[src/rtl/exec_unit.sv]
// exec_unit: multi-cycle integer execution unit with a single-entry result buffer.
//
// Accepts one operation at a time over a valid/ready handshake. ADD/SUB/AND/ORR
// and the reserved opcodes complete in one cycle. MUL (shift-add, LSB first) and,
// when EXEC_UNIT_DIV_EN is defined, UDIV/UREM (restoring, MSB first) iterate for
// WIDTH cycles. Result and NZCV flags are held until the consumer takes them.
//
// Optional feature macro: EXEC_UNIT_DIV_EN
//   defined   -> DIV state and divider datapath present (opcodes 101/110)
//   undefined -> 101/110 behave as reserved (single-cycle, result 0, flags 0100)
//
// Ports:
//   clk        clock, all state changes on rising edge
//   reset      asynchronous active-low reset
//   in_valid   request present          in_ready  unit can accept this cycle
//   op         operation code           a, b      operands
//   out_valid  result/flags valid       out_ready consumer takes result
//   result     operation result         flags     {N,Z,C,V}
//   busy       high while iterating (MUL or DIV state)
module exec_unit #(
    parameter  int WIDTH = 32,
    localparam int CNT_W = $clog2(WIDTH + 1)
) (
    input  logic             clk,
    input  logic             reset,
    input  logic             in_valid,
    output logic             in_ready,
    input  logic [2:0]       op,
    input  logic [WIDTH-1:0] a,
    input  logic [WIDTH-1:0] b,
    output logic             out_valid,
    input  logic             out_ready,
    output logic [WIDTH-1:0] result,
    output logic [3:0]       flags,
    output logic             busy
);
    localparam logic [2:0] OP_ADD  = 3'b000;
    localparam logic [2:0] OP_SUB  = 3'b001;
    localparam logic [2:0] OP_AND  = 3'b010;
    localparam logic [2:0] OP_ORR  = 3'b011;
    localparam logic [2:0] OP_MUL  = 3'b100;
`ifdef EXEC_UNIT_DIV_EN
    localparam logic [2:0] OP_UDIV = 3'b101;
    localparam logic [2:0] OP_UREM = 3'b110;

    typedef enum logic [1:0] {S_IDLE = 2'd0, S_MUL = 2'd1, S_DIV = 2'd2, S_DONE = 2'd3} state_t;
`else
    typedef enum logic [1:0] {S_IDLE = 2'd0, S_MUL = 2'd1, S_DONE = 2'd3} state_t;
`endif

    state_t           state;
    logic [CNT_W-1:0] cnt;
    logic [WIDTH-1:0] hi;       // MUL: upper partial product; DIV: partial remainder
    logic [WIDTH-1:0] lo;       // MUL: multiplier / low product; DIV: dividend / quotient
    logic [WIDTH-1:0] opa;      // multiplicand
    logic             started;  // holds in_ready low until the first edge after reset
`ifdef EXEC_UNIT_DIV_EN
    logic [WIDTH-1:0] opb;      // divisor
    logic             op_rem;   // 1: deliver remainder, 0: quotient
    logic [WIDTH:0]   shifted;
    logic             div_ok;
`endif

    logic             accept;
    logic             is_multi;
    logic [WIDTH-1:0] alu_res;
    logic             alu_c, alu_v;
    logic [WIDTH:0]   add_s, sub_d;
    logic [WIDTH:0]   mul_sum;
    logic [WIDTH-1:0] step_hi, step_lo, fin_res;
    logic             fin_v;

    always_comb begin
        in_ready = started && (state == S_IDLE) && (!out_valid || out_ready);
        accept   = in_valid && in_ready;
`ifdef EXEC_UNIT_DIV_EN
        busy     = (state == S_MUL) || (state == S_DIV);
        is_multi = (op == OP_MUL) || (op == OP_UDIV) || (op == OP_UREM);
`else
        busy     = (state == S_MUL);
        is_multi = (op == OP_MUL);
`endif
    end

    // Single-cycle ops. Unlisted opcodes fall to the reserved result (0, Z only).
    always_comb begin
        add_s   = {1'b0, a} + {1'b0, b};
        sub_d   = {1'b0, a} - {1'b0, b};
        alu_res = '0;
        alu_c   = 1'b0;
        alu_v   = 1'b0;
        case (op)
            OP_ADD: begin
                alu_res = add_s[WIDTH-1:0];
                alu_c   = add_s[WIDTH];
                alu_v   = (a[WIDTH-1] == b[WIDTH-1]) && (add_s[WIDTH-1] != a[WIDTH-1]);
            end
            OP_SUB: begin
                alu_res = sub_d[WIDTH-1:0];
                alu_c   = !sub_d[WIDTH];  // no borrow means a >= b
                alu_v   = (a[WIDTH-1] != b[WIDTH-1]) && (sub_d[WIDTH-1] != a[WIDTH-1]);
            end
            OP_AND:  alu_res = a & b;
            OP_ORR:  alu_res = a | b;
            default: alu_res = '0;
        endcase
    end

    // One iteration step, plus the final result taken straight from the last step
    // so the result register loads on the same edge as the final iteration.
    always_comb begin
        mul_sum = {1'b0, hi} + {1'b0, (lo[0] ? opa : {WIDTH{1'b0}})};
        step_hi = mul_sum[WIDTH:1];
        step_lo = {mul_sum[0], lo[WIDTH-1:1]};
        fin_res = step_lo;
        fin_v   = |step_hi;
`ifdef EXEC_UNIT_DIV_EN
        shifted = {hi, lo[WIDTH-1]};
        div_ok  = (shifted >= {1'b0, opb});
        if (state == S_DIV) begin
            // A trial remainder below the divisor always fits WIDTH bits, so the
            // subtraction can be done on the low WIDTH bits only.
            step_hi = div_ok ? (shifted[WIDTH-1:0] - opb) : shifted[WIDTH-1:0];
            step_lo = {lo[WIDTH-2:0], div_ok};
            fin_res = op_rem ? step_hi : step_lo;
            fin_v   = (opb == '0);
        end
`endif
    end

    always_ff @(posedge clk or negedge reset) begin
        if (!reset) begin
            state     <= S_IDLE;
            cnt       <= '0;
            hi        <= '0;
            lo        <= '0;
            opa       <= '0;
            started   <= 1'b0;
            out_valid <= 1'b0;
            result    <= '0;
            flags     <= '0;
`ifdef EXEC_UNIT_DIV_EN
            opb       <= '0;
            op_rem    <= 1'b0;
`endif
        end else begin
            started <= 1'b1;
            case (state)
                S_IDLE: begin
                    if (out_valid && out_ready)
                        out_valid <= 1'b0;
                    if (accept) begin
                        if (is_multi) begin
                            opa <= a;
                            hi  <= '0;
                            cnt <= '0;
`ifdef EXEC_UNIT_DIV_EN
                            opb    <= b;
                            op_rem <= (op == OP_UREM);
                            lo     <= (op == OP_MUL) ? b : a;
                            state  <= (op == OP_MUL) ? S_MUL : S_DIV;
`else
                            lo    <= b;
                            state <= S_MUL;
`endif
                        end else begin
                            result    <= alu_res;
                            flags     <= {alu_res[WIDTH-1], alu_res == '0, alu_c, alu_v};
                            out_valid <= 1'b1;
                        end
                    end
                end
`ifdef EXEC_UNIT_DIV_EN
                S_MUL, S_DIV: begin
`else
                S_MUL: begin
`endif
                    hi <= step_hi;
                    lo <= step_lo;
                    if (cnt == CNT_W'(WIDTH - 1)) begin
                        cnt       <= '0;
                        result    <= fin_res;
                        flags     <= {fin_res[WIDTH-1], fin_res == '0, 1'b0, fin_v};
                        out_valid <= 1'b1;
                        state     <= S_DONE;
                    end else begin
                        cnt <= cnt + CNT_W'(1);
                    end
                end
                // One settle cycle; the result may already be consumed here.
                S_DONE: begin
                    if (out_valid && out_ready)
                        out_valid <= 1'b0;
                    state <= S_IDLE;
                end
                default: state <= S_IDLE;
            endcase
        end
    end
endmodule

[config.mk]
export PLATFORM = sky130hd
export DESIGN_NAME = exec_unit
export DESIGN_NICKNAME = d
export VERILOG_FILES = /design/src/rtl/exec_unit.sv
export SDC_FILE = /design/constraint.sdc
export NUM_CORES = 1
export LEC_CHECK = 0
export BUFFER_PORTS_ARGS = -buffer_cell sky130_fd_sc_hd__buf_2
export CAP_MARGIN = 20
export CORE_MARGIN = 2
export CORE_UTILIZATION = 40
export CTS_CLUSTER_DIAMETER = 60
export DETAILED_ROUTE_END_ITERATION = 8
export SETUP_SLACK_MARGIN = 0.15
export SLEW_MARGIN = 30
export SYNTH_ARGS = -nofsm -noshare
export SYNTH_HDL_FRONTEND = slang
export SYNTH_SLANG_ARGS = --single-unit
[constraint.sdc]
create_clock -name clk -period 4.2 [get_ports clk]
set_input_delay 0.84 -clock clk [delete_from_list [all_inputs] [get_ports clk]]
set_output_delay 0.84 -clock clk [all_outputs]
set_load 0.05 [all_outputs]
==> results of run 1 <==
[metrics by stage]
stage | setup TNS [ns] | power, mW | cells | area [um^2] | setup WS [ns]
after floorplan | 0 | 5.28 | 1676 | 13300 | 0.380
after global placement | -0.316 | 6.69 | 2321 | 15500 | -0.316
after detailed placement | -0.331 | 6.75 | 2321 | 15500 | -0.288
after CTS | 0 | 8.48 | 2354 | 16200 | 0.141
after global routing | 0 | 9.11 | 2359 | 16300 | 0.0983
final | 0 | 8.57 | 2359 | 16300 | 0.273
[sequential cells by signal (all words and copies together) (netlist names)]
signal / cells
cnt: 6
out_valid: 1
hi: 32
result: 32
flags: 3
opa: 32
state: 2
lo: 32
started: 1
[worst max-delay path by stage]
| stage | endpoint |
|---|---|
| global route | flags[0] |
| floorplan | flags[0] |
| global placement | flags[2] |
| detailed placement | flags[2] |
| CTS | flags[0] |
| finish | flags[0] |
[critical path: stages, from the launching register on]
cell,delay [ns]
dfrtp_1,0.37
buf_4,0.17
buf_12,0.15
and2_1,0.15
ha_1,0.38
and4_4,0.27
nand2_1,0.10
or2_4,0.29
o211ai_4,0.26
a31oi_2,0.16
xnor2_1,0.16
or4_1,0.54
or4_4,0.52
nor4_4,0.20
nor2_1,0.08
[logic make-up (layout without fill, tap and decap cells)]
family / after synthesis / after routing / share of synthesized area [%]
simple gates: 555 / 555 / 20.0
xor+xnor: 43 / 43 / 2.84
flops: 141 / 141 / 26.6
buf+inv: 210 / 451 / 6.11
other cells: 1 / 1 / 0.0283
compound gates: 549 / 549 / 28.1
mux: 36 / 36 / 2.82
fa+ha+maj: 141 / 141 / 13.5
[per-layer routing]
| metal | vias to the layer above | wire length [um] | global-route usage, % |
|---|---|---|---|
| met5 | - | 0 | 0 |
| li1 | 6561 | - | - |
| met3 | 76 | 3370 | 4.07 |
| met4 | 0 | 1430 | 8.94 |
| met1 | 6677 | 23700 | 42.6 |
| met2 | 541 | 22400 | 45.6 |
[placed cells by master, fill, tap and decap left out, types with 10 or more instances in the layout]
cell type / n
nor2b_1: 14
clkbuf_16: 17
or3_1: 11
buf_2: 108
nor2_1: 127
and2_1: 36
nand2_1: 181
o21ai_0: 128
buf_4: 190
o221ai_1: 11
nor4_1: 15
xnor2_1: 31
and3_1: 10
xor2_1: 11
a22o_1: 13
a21o_1: 24
inv_1: 115
o21bai_1: 13
nor3_1: 36
o21a_1: 13
mux2i_1: 34
a211oi_1: 31
nand2b_1: 14
dfrtp_1: 141
a221o_1: 15
a31oi_1: 23
nand3_1: 42
o211ai_1: 22
a21oi_1: 113
nand4_1: 21
ha_1: 135
o31ai_1: 24
[what timing repair did]
item                       in CTS  in global routing
pin swaps                       1                  6
setup buffers                   1                  5
hold endpoints to repair        0                  0
setup endpoints to repair       2                  2
resized for setup               4                 26
[final cells by class]
type | instances | share of cell area, %
clock inverter | 14 | 1.26
multi-input combinational | 1325 | 55.7
tap | 442 | 3.39
clock buffer | 18 | 2.69
timing repair buffer | 303 | 12.6
inverter | 116 | 2.67
sequential | 141 | 21.6
[power by group through the flow]
stage / Clock, mW / Combinational, mW / Sequential, mW
2_1_floorplan: 0 / 2.50 / 2.78
3_5_place_dp: 0 / 4.38 / 2.37
3_3_place_gp: 0 / 4.32 / 2.37
5_1_grt: 1.77 / 4.91 / 2.43
6_report: 1.68 / 4.52 / 2.37
4_1_cts: 1.70 / 4.41 / 2.36
==> metrics.md, run 1 <==
| Metric | Value |
|---|---|
| Fillers | 3248 |
| Initial Utilization | approximately two fifths |
| Starting DRT DRC Count | about 1300 |
| Max cap viols | 0 |
| Final wirelength | ~51000 um |
| Vias in the first global route | 13253 |
| CTS tree | done |
| Status | complete, no violations |
| Layout Utilization | ~50% |
| Post-synth ARST share | 100% |
| Io pins | 110 |
| Number of enable flip-flop cells after synthesis | 0 |
| Dominant cells by area after synthesis | dfrtp_1 27%, ha_1 13%, nand2_1 5.1%, o21ai_0 4.9%, a21oi_1 4.3% |
| Slew Limit Fails | 0 |
| Hold Path Class | in2async |
| R2r endpoint | flags[0] |
| Post-synth cell types | 87 |
| Area delta synth->final | 22.9% |
| Crit path required time | roughly 4.5 ns |
| Crit share post-route | between 90 and 100% |
| Comb pwr share | 52.8% |
| Worst reg-to-reg path cell count | 14 |
| Worst-Skew Late Latency | roughly 0.44 ns |
| Power per Cell Area | 525 mW/mm^2 |
| Leakage Power | ~7.8 nW |
| Core Box Area | between 0.03 and 0.04 mm^2 |
| Least-Margin Pin Slew | between 0.8 and 0.9 ns |
| Clock Tree Root | clkbuf_16 |
| Die extent in x | approximately 190 um |
| CP Max Fanout | 22 |
| RSZ-0062 raised after global routing | false |
| Clock sink count | between 100 and 150 |
| Cts-stage hold buffer count | 0 |
| Clock Pin Slew Worst Setup and Hold Paths | approximately 0.07 ns |
| Sw Pwr | about 4.0 mW |
| # rows | 66 |
| Internal power | about 4.6 mW |
| Syn Inst Count | between 1500 and 2000 |
| Net Sw Frac | roughly 46% |
| Start point of the critical path | lo[0] |
| Initial antenna violation count | 3 |
| WL/cell | between 20 and 25 um |
| Total gr overflow | 0 |
| Count leader, synth | nand2_1 |
| Worst VDD drop | approximately 0.00033 V |
| Final Hold Fails | 0 |
| Top cells by count, synth | 182 x nand2_1, 141 x dfrtp_1, 138 x ha_1 |
| Max Clk Rate | ~250 MHz |
| Area of the multi-input gates | 0.00909 mm^2 |
| YS warnings | 0 |
| Min Hold Slack | between 0.4 and 0.5 ns |
| H-Tree Level Count | 4 |
| Syn_nets | around 1900 |
| ANT nets after route | 0 |
| Largest net degree at the start of global routing | around 110 |
| Port bufs | 109 |
| Sequential area share after synthesis | between 20% and 30% |
| Main synth FF type | dfrtp_1 |
| Synth top area share | 26.6% |
| Die Ht | approximately 190 um |
| Clk pwr share | about a fifth |
| Flop-to-flop setup slack | approximately 0.27 ns |
| Share of cells above drive strength 1 | ~21% |
| Routability Congestion | roughly 0.98 |
| #FFs+latches synth | ~140 |
| First-pass GRT wire length | just under 80000 um |
| Mapped cell area | roughly 0.013 mm^2 |
| TritonCTS Buffers | 17 |
| Reg area | approximately 0.0035 mm^2 |
| # setup viols final | 0 |
| CTS max path bufs | 2 |
| Hpwl dp | 40300 um |
| Vias per std cell | approximately 5.9 |
| Relative slew slack | between 40% and 50% |
| Layout Nets | about 2100 |
| Crit path launch type | flip-flop |
| Drt pass-1 iters | 6 |
| Post-route DRC | 0 |
| Clock Skew | 0.0109 ns |
| Die area | 0.0346 mm^2 |
| CP Class | reg2reg |
| Number of diodes | 0 |
| CP arrival | about 4.3 ns |
| Sequential share of power | around 28% |
| Post-layout min period | roughly 3.9 ns |
| Area leader, netlist | dfrtp_1 |
| Reg-to-reg startpoint | lo[0] |
| Routed vias | between 10000 and 15000 |
| Total Routing Usage GR | a little under 30% |
| Crit end category | flip-flop |
| Syn Area/Cell | 7.92 um^2 |
Power figures use the tool's default switching activity.
==> inputs of run 2 (changes only) <==
--- a/config.mk
+++ b/config.mk
@@ -7,6 +7,7 @@
 export LEC_CHECK = 0
 export BUFFER_PORTS_ARGS = -buffer_cell sky130_fd_sc_hd__buf_2
 export CAP_MARGIN = 20
+export CORE_ASPECT_RATIO = 0.7
 export CORE_MARGIN = 2
 export CORE_UTILIZATION = 40
 export CTS_CLUSTER_DIAMETER = 60
==> metrics.md, run 2 (same netlist as run 1, synthesis figures left out) <==
| Metric | Value |
|---|---|
| Status | finished with violations |
| Failing checks | design-rule violations |
| ANT nets after route | 0 (unchanged) |
| Relative slew slack | 50.1% (+6.9 points) |
| Crit path required time | 4.53 ns (about the same) |
| Design area | 0.0167 mm^2 (+2.5%) |
| Layout Cells excl Fill | 2417 (+2.5%) |
| Post-route DRC | 9 (+9) |
| Starting DRT DRC Count | 1389 (+8.0%) |
| Layout Nets | 2189 (+3.4%) |
| Core Box Area | 0.0325 mm^2 (-0.42%) |
| Die Ht | 156 um (-16%) |
| Total gr overflow | 0 (unchanged) |
| Final wirelength | 53400 um (+4.9%) |
| Drt pass-1 iters | 9 (+3) |
| Post-layout min period | 3.96 ns (+0.0345 ns) |
| Port bufs | 109 (unchanged) |
| Least-Margin Pin Slew | 0.741 ns (-0.111 ns) |
| Die area | 0.0347 mm^2 (about the same) |
| Slew Limit Fails | 0 (unchanged) |
| Min Hold Slack | 0.354 ns (-0.0809 ns) |
| Share of cells above drive strength 1 | 23.2% (+2.7 points) |
| Clock Tree Root | clkbuf_16 |
| Leakage Power | 8.12 nW (+3.8%) |
| Crit end category | flip-flop |
| Vias per std cell | 5.91 (+0.56%) |
| Clock Skew | 0.0102 ns (-0.000716 ns) |
| TritonCTS Buffers | 17 (unchanged) |
| Io pins | 110 (unchanged) |
| Max cap viols | 0 (unchanged) |
| First-pass GRT wire length | 80600 um (+4.6%) |
| Clock Pin Slew Worst Setup and Hold Paths | 0.07 ns (about the same) |
| Crit path launch type | flip-flop |
| Area delta synth->final | 26.0% |
| # setup viols final | 0 (unchanged) |
| CP Class | reg2reg |
| Cts-stage hold buffer count | 0 (unchanged) |
| CP arrival | 4.29 ns (+0.04 ns) |
| Power per Cell Area | 510 mW/mm^2 (-2.8%) |
| Initial Utilization | 40.9% (+0.17 points) |
| Flop-to-flop setup slack | 0.24 ns (-0.03 ns) |
| CTS max path bufs | 2 (unchanged) |
| Crit share post-route | 94.3% (+0.82 points) |
| Vias in the first global route | 13344 (+0.69%) |
| WL/cell | 22.1 um (+2.4%) |
| Max Clk Rate | 252 MHz (-0.87%) |
| Total Routing Usage GR | 30.6% (+1.1 points) |
| Commonest non-fill, non-tap cell in the layout | buf_4 |
| Hold Path Class | in2async |
| CP Max Fanout | 4 (-82%) |
| Largest net degree at the start of global routing | 65 (-40%) |
| DP Area | 0.0160 mm^2 (+3.3%) |
| Worst-Skew Late Latency | 0.44 ns (about the same) |
| Setup TNS | 0 ns (unchanged) |
| Most frequent cells in the layout | 267 x buf_4, 181 x nand2_1, 141 x dfrtp_1 |
| Placed Cells | 2383 (+2.7%) |
| Clock sink count | 141 (unchanged) |
| Initial antenna violation count | 0 (-3) |
| CTS tree | done |
| Die extent in x | 222 um (+19%) |
| # rows | 55 (-17%) |
| Final Hold Fails | 0 (unchanged) |
| Worst VDD drop | 0.000376 V (+16%) |
| H-Tree Level Count | 4 (unchanged) |
| Layout Utilization | 51.5% (+1.5 points) |
| Hpwl dp | 42600 um (+5.6%) |
| RSZ-0062 raised after global routing | true |
| Worst reg-to-reg path cell count | 16 (+2) |
| Routability Congestion | 1.00 (+1.8%) |
| Number of diodes | 0 (unchanged) |
| Routed vias | 14275 (+3.0%) |
[run 2: cell count changes in the layout (fill, tap and decap cells not counted), sizes merged]
cell and delta:
buf +73, bufinv -3, clkbuf -1, clkinv +6, inv -2
[run 2: path summary, 6_finish.rpt]
check | startpoint | to
max in group asynchronous | reset | lo[0]
worst max-delay path | lo[0] | flags[0]
min in group clk | opa[7] | opa[7]
worst max register to register | lo[0] | flags[0]
worst min-delay path | reset | opa[26]
worst min register to register | opa[7] | opa[7]
[run 2: routing by layer]
layer	up-vias	wire, um	part of all wire [%]	global-route usage [%]
li1	6707	-	-	-
met1	6871	25100	47	44.9
met2	627	22200	42	44.8
met3	70	4880	9.1	6.97
met4	0	1270	2.4	8.08
met5	-	0	0	0
[run 2: cell type report]
| type | count | area [um^2] |
|---|---|---|
| clock buffer | 17 | 425 |
| clock inverter | 15 | 139 |
| fill | 3221 | 15800 |
| inverter | 116 | 435 |
| multi-input combinational | 1325 | 9100 |
| sequential | 141 | 3530 |
| tap | 427 | 534 |
| timing repair buffer | 376 | 2560 |
[run 2: stage by stage]
step	power [mW]	setup WS, ns
2_1_floorplan	5.28	0.380
3_3_place_gp	6.82	-0.0916
3_5_place_dp	6.89	-0.193
6_report	8.53	0.239
5_1_grt	9.07	0.103
4_1_cts	8.42	0.161
[run 2: timing repair]
action                                  4_1_cts  5_1_grt
endpoints found under the setup margin        1        5
buffers inserted                              0        2
resized for setup                             2       25
pin swaps                                     0        5
[run 2: critical path, stage by stage, from the launching register on]
cell and delay, ns:
dfrtp_1 0.38, and2_1 0.16, ha_1 0.18, inv_1 0.06
fa_1 0.39, xnor2_1 0.17, nand3b_1 0.33, a211oi_2 0.31
buf_4 0.19, and4_1 0.22, nand4_1 0.12, nor4_2 0.23
buf_4 0.18, nand4b_1 0.14, or4_4 0.56, nor4_4 0.15
nor2_1 0.07
[run 2: where the power goes]
part | switching, mW | internal, mW
clock network | 0.662 | 0.822
registers | 0.457 | 1.94
logic | 2.98 | 1.68
